--- src/rtl/riscv_pkg.sv ---
// Shared RV64 encodings: ALU operation selects, opcodes, operand-mux selects and
// the multicycle controller state enum.
package riscv_pkg;

    localparam logic [3:0] ALU_AND = 4'b0000;
    localparam logic [3:0] ALU_OR  = 4'b0001;
    localparam logic [3:0] ALU_ADD = 4'b0010;
    localparam logic [3:0] ALU_SUB = 4'b0110;

    localparam logic [6:0] OP_R  = 7'b0110011;
    localparam logic [6:0] OP_I  = 7'b0010011;
    localparam logic [6:0] OP_LD = 7'b0000011;
    localparam logic [6:0] OP_ST = 7'b0100011;
    localparam logic [6:0] OP_BR = 7'b1100011;

    localparam logic [1:0] SRCA_PC     = 2'b00;
    localparam logic [1:0] SRCA_RS1    = 2'b01;
    localparam logic [1:0] SRCA_OLD_PC = 2'b10;

    localparam logic [1:0] SRCB_RS2  = 2'b00;
    localparam logic [1:0] SRCB_FOUR = 2'b01;
    localparam logic [1:0] SRCB_IMM  = 2'b10;

    typedef enum logic [3:0] {
        FETCH, DECODE, EXEC_R, EXEC_I, MEM_ADDR, MEM_RD, MEM_WR,
        WB_ALU, WB_MEM, BRANCH, ILL
    } state_t;

    typedef struct packed {
        logic [3:0] alu_ctl;
        logic [1:0] src_a;
        logic [1:0] src_b;
        logic       pc_write;
        logic       pc_src;
        logic       ir_write;
        logic       mem_read;
        logic       mem_write;
        logic       reg_write;
        logic       mem_to_reg;
        logic       illegal;
    } ctl_t;

endpackage

--- src/rtl/riscv_mc_ctrl_if.sv ---
// Controller <-> datapath/memory bundle. master = controller, slave = datapath.
interface riscv_mc_ctrl_if;
    logic [6:0] OPCODE;
    logic [2:0] FUNCT3;
    logic       FUNCT7_5;
    logic       Z;
    logic       MEM_READY;
    logic [3:0] ALU_CTL;
    logic [1:0] ALU_SRC_A;
    logic [1:0] ALU_SRC_B;
    logic       PC_WRITE;
    logic       PC_SRC;
    logic       IR_WRITE;
    logic       MEM_READ;
    logic       MEM_WRITE;
    logic       REG_WRITE;
    logic       MEM_TO_REG;
    logic       ILLEGAL;
    logic [3:0] DBG_STATE;

    modport master (
        input  OPCODE, FUNCT3, FUNCT7_5, Z, MEM_READY,
        output ALU_CTL, ALU_SRC_A, ALU_SRC_B, PC_WRITE, PC_SRC, IR_WRITE,
               MEM_READ, MEM_WRITE, REG_WRITE, MEM_TO_REG, ILLEGAL, DBG_STATE
    );

    modport slave (
        output OPCODE, FUNCT3, FUNCT7_5, Z, MEM_READY,
        input  ALU_CTL, ALU_SRC_A, ALU_SRC_B, PC_WRITE, PC_SRC, IR_WRITE,
               MEM_READ, MEM_WRITE, REG_WRITE, MEM_TO_REG, ILLEGAL, DBG_STATE
    );
endinterface

--- src/rtl/alu_ctl_dec.sv ---
// Maps {R/I class, FUNCT7_5, FUNCT3} to an ALU operation select plus a legal bit.
module alu_ctl_dec
    import riscv_pkg::*;
(
    input  logic       is_r,
    input  logic       funct7_5,
    input  logic [2:0] funct3,
    output logic [3:0] alu_ctl,
    output logic       legal
);
    always_comb begin
        alu_ctl = ALU_ADD;
        legal   = 1'b1;
        if (is_r) begin
            unique case ({funct7_5, funct3})
                4'b0000: alu_ctl = ALU_ADD;
                4'b1000: alu_ctl = ALU_SUB;
                4'b0111: alu_ctl = ALU_AND;
                4'b0110: alu_ctl = ALU_OR;
                default: legal   = 1'b0;
            endcase
        end else begin
            // immediate forms have no SUB, so FUNCT7_5 carries no meaning here
            unique case (funct3)
                3'b000:  alu_ctl = ALU_ADD;
                3'b111:  alu_ctl = ALU_AND;
                3'b110:  alu_ctl = ALU_OR;
                default: legal   = 1'b0;
            endcase
        end
    end
endmodule

--- src/rtl/riscv_mc_ctrl.sv ---
// RV64 multicycle control FSM: fetch/decode/execute/memory/writeback sequencing.
// Optional BNE support is enabled by defining RISCV_MC_CTRL_BNE_EN.
module riscv_mc_ctrl
    import riscv_pkg::*;
#(
    parameter int WORDSIZE = 64
) (
    input  logic              CLK,
    input  logic              RST,
    riscv_mc_ctrl_if.master   bus
);
    generate
        if (WORDSIZE != 32 && WORDSIZE != 64) begin : g_ws_chk
            $error("riscv_mc_ctrl: WORDSIZE must be 32 or 64");
        end
    endgenerate

    state_t     state, state_nxt;
    ctl_t       c;
    logic [3:0] dec_ctl;
    logic       dec_legal;

    alu_ctl_dec u_dec (
        .is_r     (state == EXEC_R),
        .funct7_5 (bus.FUNCT7_5),
        .funct3   (bus.FUNCT3),
        .alu_ctl  (dec_ctl),
        .legal    (dec_legal)
    );

    always_ff @(posedge CLK) begin
        if (RST) state <= FETCH;
        else     state <= state_nxt;
    end

    always_comb begin
        state_nxt = state;
        c         = '0;
        c.alu_ctl = ALU_ADD;
        unique case (state)
            FETCH: begin
                c.mem_read = 1'b1;
                c.src_a    = SRCA_PC;
                c.src_b    = SRCB_FOUR;
                c.ir_write = bus.MEM_READY;
                c.pc_write = bus.MEM_READY;
                if (bus.MEM_READY) state_nxt = DECODE;
            end
            DECODE: begin
                // speculative branch target lands in ALUOut
                c.src_a = SRCA_OLD_PC;
                c.src_b = SRCB_IMM;
                unique case (bus.OPCODE)
                    OP_R:         state_nxt = EXEC_R;
                    OP_I:         state_nxt = EXEC_I;
                    OP_LD, OP_ST: state_nxt = MEM_ADDR;
                    OP_BR:        state_nxt = BRANCH;
                    default:      state_nxt = ILL;
                endcase
            end
            EXEC_R, EXEC_I: begin
                c.src_a   = SRCA_RS1;
                c.src_b   = (state == EXEC_R) ? SRCB_RS2 : SRCB_IMM;
                c.alu_ctl = dec_ctl;
                state_nxt = dec_legal ? WB_ALU : ILL;
            end
            MEM_ADDR: begin
                c.src_a   = SRCA_RS1;
                c.src_b   = SRCB_IMM;
                state_nxt = (bus.OPCODE == OP_LD) ? MEM_RD : MEM_WR;
            end
            MEM_RD: begin
                c.mem_read = 1'b1;
                if (bus.MEM_READY) state_nxt = WB_MEM;
            end
            MEM_WR: begin
                c.mem_write = 1'b1;
                if (bus.MEM_READY) state_nxt = FETCH;
            end
            WB_ALU: begin
                c.reg_write = 1'b1;
                state_nxt   = FETCH;
            end
            WB_MEM: begin
                c.reg_write  = 1'b1;
                c.mem_to_reg = 1'b1;
                state_nxt    = FETCH;
            end
            BRANCH: begin
                c.src_a   = SRCA_RS1;
                c.src_b   = SRCB_RS2;
                c.alu_ctl = ALU_SUB;
                c.pc_src  = 1'b1;
                if (bus.FUNCT3 == 3'b000) begin
                    c.pc_write = bus.Z;
                    state_nxt  = FETCH;
                end
`ifdef RISCV_MC_CTRL_BNE_EN
                else if (bus.FUNCT3 == 3'b001) begin
                    c.pc_write = ~bus.Z;
                    state_nxt  = FETCH;
                end
`endif
                else begin
                    state_nxt = ILL;
                end
            end
            ILL:     c.illegal = 1'b1;
            default: state_nxt = FETCH;
        endcase
        // reset wins over everything, dropping any in-flight memory request
        if (RST) begin
            c         = '0;
            c.alu_ctl = ALU_ADD;
        end
    end

    assign bus.ALU_CTL    = c.alu_ctl;
    assign bus.ALU_SRC_A  = c.src_a;
    assign bus.ALU_SRC_B  = c.src_b;
    assign bus.PC_WRITE   = c.pc_write;
    assign bus.PC_SRC     = c.pc_src;
    assign bus.IR_WRITE   = c.ir_write;
    assign bus.MEM_READ   = c.mem_read;
    assign bus.MEM_WRITE  = c.mem_write;
    assign bus.REG_WRITE  = c.reg_write;
    assign bus.MEM_TO_REG = c.mem_to_reg;
    assign bus.ILLEGAL    = c.illegal;
    assign bus.DBG_STATE  = state;
endmodule

--- src/flat_wrapper.sv ---
// flat-port wrapper written by rule: the top's interface ports become plain ports
module riscv_mc_ctrl_flat import riscv_pkg::*;
#(
    parameter int WORDSIZE = 64
)
  (CLK, RST, bus_OPCODE, bus_FUNCT3, bus_FUNCT7_5, bus_Z, bus_MEM_READY, bus_ALU_CTL, bus_ALU_SRC_A, bus_ALU_SRC_B, bus_PC_WRITE, bus_PC_SRC, bus_IR_WRITE, bus_MEM_READ, bus_MEM_WRITE, bus_REG_WRITE, bus_MEM_TO_REG, bus_ILLEGAL, bus_DBG_STATE);
  riscv_mc_ctrl_if bus_i ();
  input  logic CLK;
  input  logic RST;
  input wire logic [$bits(bus_i.OPCODE)-1:0] bus_OPCODE;
  input wire logic [$bits(bus_i.FUNCT3)-1:0] bus_FUNCT3;
  input wire logic [$bits(bus_i.FUNCT7_5)-1:0] bus_FUNCT7_5;
  input wire logic [$bits(bus_i.Z)-1:0] bus_Z;
  input wire logic [$bits(bus_i.MEM_READY)-1:0] bus_MEM_READY;
  output wire logic [$bits(bus_i.ALU_CTL)-1:0] bus_ALU_CTL;
  output wire logic [$bits(bus_i.ALU_SRC_A)-1:0] bus_ALU_SRC_A;
  output wire logic [$bits(bus_i.ALU_SRC_B)-1:0] bus_ALU_SRC_B;
  output wire logic [$bits(bus_i.PC_WRITE)-1:0] bus_PC_WRITE;
  output wire logic [$bits(bus_i.PC_SRC)-1:0] bus_PC_SRC;
  output wire logic [$bits(bus_i.IR_WRITE)-1:0] bus_IR_WRITE;
  output wire logic [$bits(bus_i.MEM_READ)-1:0] bus_MEM_READ;
  output wire logic [$bits(bus_i.MEM_WRITE)-1:0] bus_MEM_WRITE;
  output wire logic [$bits(bus_i.REG_WRITE)-1:0] bus_REG_WRITE;
  output wire logic [$bits(bus_i.MEM_TO_REG)-1:0] bus_MEM_TO_REG;
  output wire logic [$bits(bus_i.ILLEGAL)-1:0] bus_ILLEGAL;
  output wire logic [$bits(bus_i.DBG_STATE)-1:0] bus_DBG_STATE;
  assign bus_i.OPCODE = bus_OPCODE;
  assign bus_i.FUNCT3 = bus_FUNCT3;
  assign bus_i.FUNCT7_5 = bus_FUNCT7_5;
  assign bus_i.Z = bus_Z;
  assign bus_i.MEM_READY = bus_MEM_READY;
  assign bus_ALU_CTL = bus_i.ALU_CTL;
  assign bus_ALU_SRC_A = bus_i.ALU_SRC_A;
  assign bus_ALU_SRC_B = bus_i.ALU_SRC_B;
  assign bus_PC_WRITE = bus_i.PC_WRITE;
  assign bus_PC_SRC = bus_i.PC_SRC;
  assign bus_IR_WRITE = bus_i.IR_WRITE;
  assign bus_MEM_READ = bus_i.MEM_READ;
  assign bus_MEM_WRITE = bus_i.MEM_WRITE;
  assign bus_REG_WRITE = bus_i.REG_WRITE;
  assign bus_MEM_TO_REG = bus_i.MEM_TO_REG;
  assign bus_ILLEGAL = bus_i.ILLEGAL;
  assign bus_DBG_STATE = bus_i.DBG_STATE;
  riscv_mc_ctrl #(.WORDSIZE(WORDSIZE)) u_core (.CLK(CLK), .RST(RST), .bus(bus_i));
endmodule
--- config.mk ---
export PLATFORM = sky130hd
export DESIGN_NAME = riscv_mc_ctrl_flat
export DESIGN_NICKNAME = d
export VERILOG_FILES = /design/src/rtl/riscv_pkg.sv /design/src/rtl/riscv_mc_ctrl_if.sv /design/src/rtl/alu_ctl_dec.sv /design/src/rtl/riscv_mc_ctrl.sv /design/src/flat_wrapper.sv
export SDC_FILE = /design/constraint.sdc
export NUM_CORES = 1
export LEC_CHECK = 0
export ABC_CLOCK_PERIOD_IN_PS = 4000
export CORE_MARGIN = 2
export CORE_UTILIZATION = 42
export CTS_BUF_LIST = sky130_fd_sc_hd__clkbuf_2
export CTS_CLUSTER_SIZE = 30
export DETAILED_ROUTE_END_ITERATION = 10
export PLACE_DENSITY = 0.9
export SKIP_LAST_GASP = 1
export SYNTH_ARGS = -nofsm -noshare
export SYNTH_HDL_FRONTEND = slang
export SYNTH_SLANG_ARGS = --single-unit
--- constraint.sdc ---
create_clock -name CLK -period 4 [get_ports CLK]
set_input_delay 0.4 -clock CLK [delete_from_list [all_inputs] [get_ports CLK]]
set_output_delay 0.4 -clock CLK [all_outputs]
set_load 0.05 [all_outputs]
==> flow_metrics.py <==
metrics = {
    "run_status": {
        "outcome": "finished clean",
    },
    "critical_path": {
        "cpMostUsedCell": "clkdlybuf4s50_1",
        "crit_arrival_ns": 2.66,
        "reg2reg_from": "u_core.bus.DBG_STATE[2]",
        "worstReg2RegEnd": "u_core.bus.DBG_STATE[1]",
        "crit_fanout": 10,
        "reg2reg_slack_ns": 2.04,
        "cp_cell_sequence": "clkdlybuf4s50_1 > or3_1 > nor3_1 > and2_1 > a31o_2 > clkdlybuf4s50_1",
        "critPathRequiredTime_ns": 3.60,
        "start_kind": "input port",
        "r2r.worst_path.cells": 4,
        "slowest_stage": "clkdlybuf4s50_1",
        "slowest_delay_ns": 0.80,
        "crit_type": "input port to primary output",
        "end_kind": "primary output",
    },
    "cells_and_area": {
        "stdcell_area_um2": 940.9,
        "nets": 141,
        "antenna_cells": 0,
        "area_growth_syn_to_layout_pct": 53.47,
        "postLayoutCoreUtil_pct": 70.54,
        "largest_reg_flops": 4,
        "drive_above_1_share_pct": 8.065,
    },
    "power_and_ir_drop": {
        "p_int_mw": 0.2607,
        "power_density_nw_per_um2": 659.5,
        "pwr-share-seq_pct": 18.7,
        "total_power_mw": 0.6205,
        "power_frac_comb_pct": 75.2,
        "p_sw_share_pct": 57.98,
        "ir_worst_vdd_mv": 0.4423,
        "clock_power_share_pct": 6.0,
        "p_leak_nw": 0.3448,
        "switchingPower_mw": 0.3598,
    },
    "place": {
        "postPlaceCellArea_um2": 925.9,
        "gp_congestion": 0.8910,
        "pre_cts_slack_ns": 0.9305,
        "io_buffers": 33,
        "hpwlAfterDp_um": 1480,
    },
    "sta": {
        "rsz0062_at_grt": "false",
        "max_slew_margin_pct": 55.89,
        "period_needed_ns": 3.064,
        "layout_setup_ws_ns": 0.9365,
        "layout_worst_path_cycle_share_pct": 76.59,
        "setup_violations": 0,
        "slew_violations": 0,
        "fmax_mhz": 326.4,
        "clock_skew_ns": 0.002806,
        "fin_tns_setup_ns": 0,
        "hold_viol": 0,
        "worstMarginPinSlew_ns": 0.6607,
    },
    "clock_network": {
        "cts_made_buffers": 3,
        "holdBufCountCts": 0,
        "clock_path_buffers": 2,
        "cts.clk_slew.worst_paths_ns": 0.05,
        "worstSkewPairLatency_ns": 0.21,
        "cts_max_level": 1,
        "cts_resized": 0,
        "numClockSinks": 4,
        "cts_setup_buffers": 0,
        "root_buffer": "clkbuf_2",
        "cts_tree": "done",
    },
    "synthesis": {
        "synthArstFlopShare_pct": 0,
        "yosys_warnings": 0,
        "synthFlopType": "dfxtp_1",
        "synth_nets": 111,
        "yosysSeqAreaShare_pct": 13.06,
        "netlist_area_um2": 613.1,
        "synth_enable_flop_cells": 0,
        "postSynthAreaPerCell_um2": 6.386,
        "ys_types": 37,
        "netlist_instances": 96,
        "synth-seq-cells": 4,
    },
    "min_path": {
        "whs_path_depth": 3,
        "worstHoldStart": "u_core.bus.DBG_STATE[1]",
        "hp-class": "flip-flop to flip-flop",
        "min_to": "u_core.bus.DBG_STATE[3]",
    },
    "grt": {
        "grt_pass1_wl_um": 3236,
        "grt-ovfl-total": 0,
        "antenna_found_initial": 0,
        "grt_max_degree": 22,
        "track_usage_pct": 22.78,
        "grt_pass1_vias": 813,
    },
    "route": {
        "antenna_left": 0,
        "via_count": 839,
        "wl_per_cell_um": 13.95,
        "wl_um": 1939,
        "drc": 0,
        "avgViaCountPerCell": 6.036,
        "drtIter0Drc": 27,
        "dr.pass1.iters": 4,
    },
    "floorplan": {
        "pin_count": 35,
        "start_util_pct": 45.97,
        "die_y_um": 42.21,
        "die-area_um2": 1781,
        "die_width_um": 42.21,
        "rows": 13,
        "core_um2": 1334,
    },
    "flow_run": {
        "cap_violations": 0,
    },
}
power groups by stage:
stage          clock network [mW]  logic [mW]  registers (mW)
6_report                   0.0374       0.467           0.116
5_1_grt                    0.0432       0.496           0.123
2_1_floorplan                   0       0.328           0.117
3_3_place_gp                    0       0.456           0.114
4_1_cts                    0.0392       0.464           0.115
3_5_place_dp                    0       0.463           0.115
cell type report:
cell class	instances	area, µm²
sequential	4	80.08
clock buffer	3	15.01
tap	15	18.77
fill	129	392.9
timing repair buffer	33	330.3
multi-input combinational	84	496.7
logic make-up after synthesis:
group | count (synthesis) | synth area share, %
compound gates | 29 | 29.39
buf+inv | 8 | 5.919
flops | 4 | 13.06
mux | 2 | 3.265
other cells | 1 | 0.6117
simple gates | 52 | 47.75
synth_stat cells, drive strengths merged, types with 2 or more instances:
| cell | instances | share of area [%] |
|---|---|---|
| buf | 3 | 2.9 |
| a21o | 2 | 2.4 |
| nand2 | 6 | 3.7 |
| dfxtp | 4 | 13 |
| and2 | 2 | 2.0 |
| nand2b | 4 | 4.1 |
| a31o | 2 | 2.9 |
| a21oi | 9 | 7.3 |
| nor3 | 5 | 4.1 |
| or2b | 3 | 3.7 |
| or3 | 3 | 3.1 |
| or2 | 2 | 2.0 |
| or4b | 3 | 5.5 |
| nor2 | 16 | 10 |
| o21ai | 8 | 6.5 |
| nand4 | 2 | 2.0 |
| mux2i | 2 | 3.3 |
| clkbuf | 5 | 3.1 |
critical path: cells and delay by family:
| family | cells | cell delay, ns |
|---|---|---|
| compound gates | 1 | 0.11 |
| buf+inv | 2 | 1.36 |
| simple gates | 3 | 0.80 |
layout by cell type (no fill, tap or decap), types with 3 or more instances in the layout:
master / count
dfxtp_1: 4
nor2_1: 15
nand2b_1: 4
nor3_1: 5
clkdlybuf4s50_1: 33
clkbuf_2: 3
a21oi_1: 9
o21ai_0: 8
nand2_1: 6
or2b_1: 3
or3_1: 3
worst max-delay path by stage:
stage                                       start  slack, ns           end  cells past startpoint
after CTS                                     RST       0.94  bus_PC_WRITE                      6
after floorplan           u_core.bus.DBG_STATE[1]       0.44  bus_PC_WRITE                      5
after global routing                          RST       0.79  bus_PC_WRITE                      6
after global placement                        RST       0.99  bus_PC_WRITE                      6
after detailed placement                      RST       0.93  bus_PC_WRITE                      6
final                                         RST       0.94  bus_PC_WRITE                      6
per-layer routing:
metal | vias up | wire [µm] | GRT usage, %
li1 | 408 | - | -
met1 | 380 | 815 | 25.13
met2 | 47 | 925 | 41.23
met3 | 4 | 161 | 6.897
met4 | 0 | 36 | 6.875
met5 | - | 0 | 0
through the flow:
stage          hold slack, ns  instances
6_report               0.8726        139
3_3_place_gp           0.8262        136
2_1_floorplan          0.5876         96
5_1_grt                0.9305        139
4_1_cts                0.8532        139
3_5_place_dp           0.8451        136
Note: power is estimated with default switching activity, not from simulation.
==> edit (same flow settings) <==
The option `RISCV_MC_CTRL_BNE_EN` is turned on by a define.
--- a/src/rtl/riscv_mc_ctrl.sv
+++ b/src/rtl/riscv_mc_ctrl.sv
@@ -1,5 +1,7 @@
 // RV64 multicycle control FSM: fetch/decode/execute/memory/writeback sequencing.
 // Optional BNE support is enabled by defining RISCV_MC_CTRL_BNE_EN.
+`define RISCV_MC_CTRL_BNE_EN
+
 module riscv_mc_ctrl
     import riscv_pkg::*;
 #(
Check against the original RTL: not equivalent (Yosys sat finds a counterexample within 4 cycles, from zero or initial values and one cycle with RST high).
==> edit against the original RTL <==
Cell area rose by 5.1%. Die area increased by 8.7%. Sequential cell count is the same. Setup slack improved by 0.15 ns. Register-to-register slack better by 0.25 ns. Hold slack worse by 0.059 ns. Synthesized cell count down 6.3%. Area after synthesis rose by 9.6%. Routed wire length shrank 2.6%. Critical path type unchanged.
Power is not compared: it rests on default switching activity, and its combinational part moved more than twofold at a synthesized area within 25%.
==> edit: results <==
[clock_tree]
post_cts_buffers = 0
clock_path_buffers = 2
clk_latency_ns = 0.21
path_clk_slew_ns = 0.04
cts_max_level = 1
cts_buffers = 3
clock-root-buffer = clkbuf_2
ctsResizeCount = 0

[critical_path]
path_max_fanout = 15
ff2ff_setup_slack_ns = 2.29
r2r-start = u_core.bus.DBG_STATE[1]
worstPathArrival_ns = 2.51
crit_path_max_incr_delay_ns = 0.79
r2r-end = u_core.bus.DBG_STATE[1]
slowest_stage = clkdlybuf4s50_1
reg2regPathDepth = 4

[grt]
grt_usage = 0.2024
grt_pass1_wl_mm = 3.029
grt_max_degree = 17
grt_antenna_before_repair = 0
grt_pass1_vias = 731

[placement]
dpl.cell_count = 133
io_buffers = 33
hpwl_mm = 1.425
routabilityCongestion = 0.8004
place_area_sq_um = 973.4

[routing]
drtIter0Drc = 20
firstDrtPassIters = 4
dr_total_vias = 834
vias_per_cell = 6.132
wire_per_inst_um = 13.89
route.detailed.drc = 0

[run_status]
outcome = finished clean

[synth]
postSynth.asyncResetShare = 0
yosysWarnings = 0
avgSynthCellArea_sq_um = 7.465
yosys-top-cells-count = 9 x nor2_1, 8 x nor3_1, 4 x a21oi_1, 4 x dfxtp_1, 4 x nand2b_1
syn_nets = 105
yosys.area.top_type = dfxtp_1
netlist-cell-type-count = 49
ys_top_cells_by_area = dfxtp_1 12%, nor3_1 6.0%, nor2_1 5.0%
ys_seq_area_frac = 0.1192

[cells_and_area]
fillers = 139
num_antenna_cells = 0
drive_gt1_frac = 0.1083
largest_register_ffs = 4
nets = 137

[worst_hold_path]
min_from = u_core.bus.DBG_STATE[1]
hold_depth = 2
hold_class = reg -> reg
hold_end = u_core.bus.DBG_STATE[1]

[timing]
finalClockSkew_ns = 0.004377
tightest_slew_ns = 0.5719

[power_and_ir_drop]
p_leak_nw = 0.3296
ir_drop_v = 0.0001370
[edit: changes by cell type after synthesis, sizes merged, moves of 3 or more]
cell / change
o21ai: -7
nor2: -6
a21oi: -5
inv: +5
clkbuf: -4
nor3: +4
or2b: -3
or4b: -3
[edit: area by class of cell]
type / count / area, sq um / area share
Tap cell: 16 / 20.02 / 0.02025
Multi-Input combinational cell: 75 / 524.3 / 0.5304
Inverter: 5 / 18.77 / 0.01899
Sequential cell: 4 / 80.08 / 0.08101
Timing Repair Buffer: 33 / 330.3 / 0.3342
Clock buffer: 3 / 15.01 / 0.01519
[edit: stage by stage]
stage	worst slack [ns]	hold WS, ns
after global placement	1.147	0.7761
final	1.091	0.8136
after detailed placement	1.115	0.7910
after global routing	1.001	0.8765
after CTS	1.106	0.8002
after floorplan	1.062	0.5749
[edit: cell families after synthesis]
group / after synthesis / share of synthesized area
XOR/XNOR: 1 / 0.01304
AND/OR/NAND/NOR: 45 / 0.4377
multiplexers: 1 / 0.01490
flip-flops: 4 / 0.1192
other: 1 / 0.005581
AO/OA/AOI/OAI: 27 / 0.3091
buffers and inverters: 11 / 0.1006
[edit: how the worst max path moves through the flow]
stage / start / endpoint / slack (ns) / cells after the start
after floorplan: u_core.bus.DBG_STATE[0] / bus_MEM_READ / 1.06 / 4
after global placement: RST / bus_ALU_SRC_B[0] / 1.15 / 4
after detailed placement: RST / bus_ALU_SRC_B[0] / 1.11 / 4
after CTS: RST / bus_ALU_SRC_B[0] / 1.11 / 4
after global routing: RST / bus_ALU_SRC_B[0] / 1.00 / 4
final: RST / bus_PC_WRITE / 1.09 / 5
[edit: critical path, delay by kind of cell]
| kind | cells | cell delay [ns] |
|---|---|---|
| and+or+nand+nor | 2 | 0.52 |
| AOI/OAI and AO/OA | 1 | 0.11 |
| buffers and inverters | 2 | 1.47 |
[edit: routing by layer]
metal	global-route usage	part of all wire
met5	0	0
met1	0.2544	0.41
met4	0.03636	0
met3	0.04583	0.090
met2	0.3529	0.50
[edit: where the power goes]
group / internal [W] / total (W) / switching (W)
clock: 0.0000201 / 0.0000358 / 0.0000157
combinational: 0.0000598 / 0.000149 / 0.0000888
sequential: 0.0000435 / 0.0000574 / 0.0000138
total: 0.000123 / 0.000242 / 0.000118
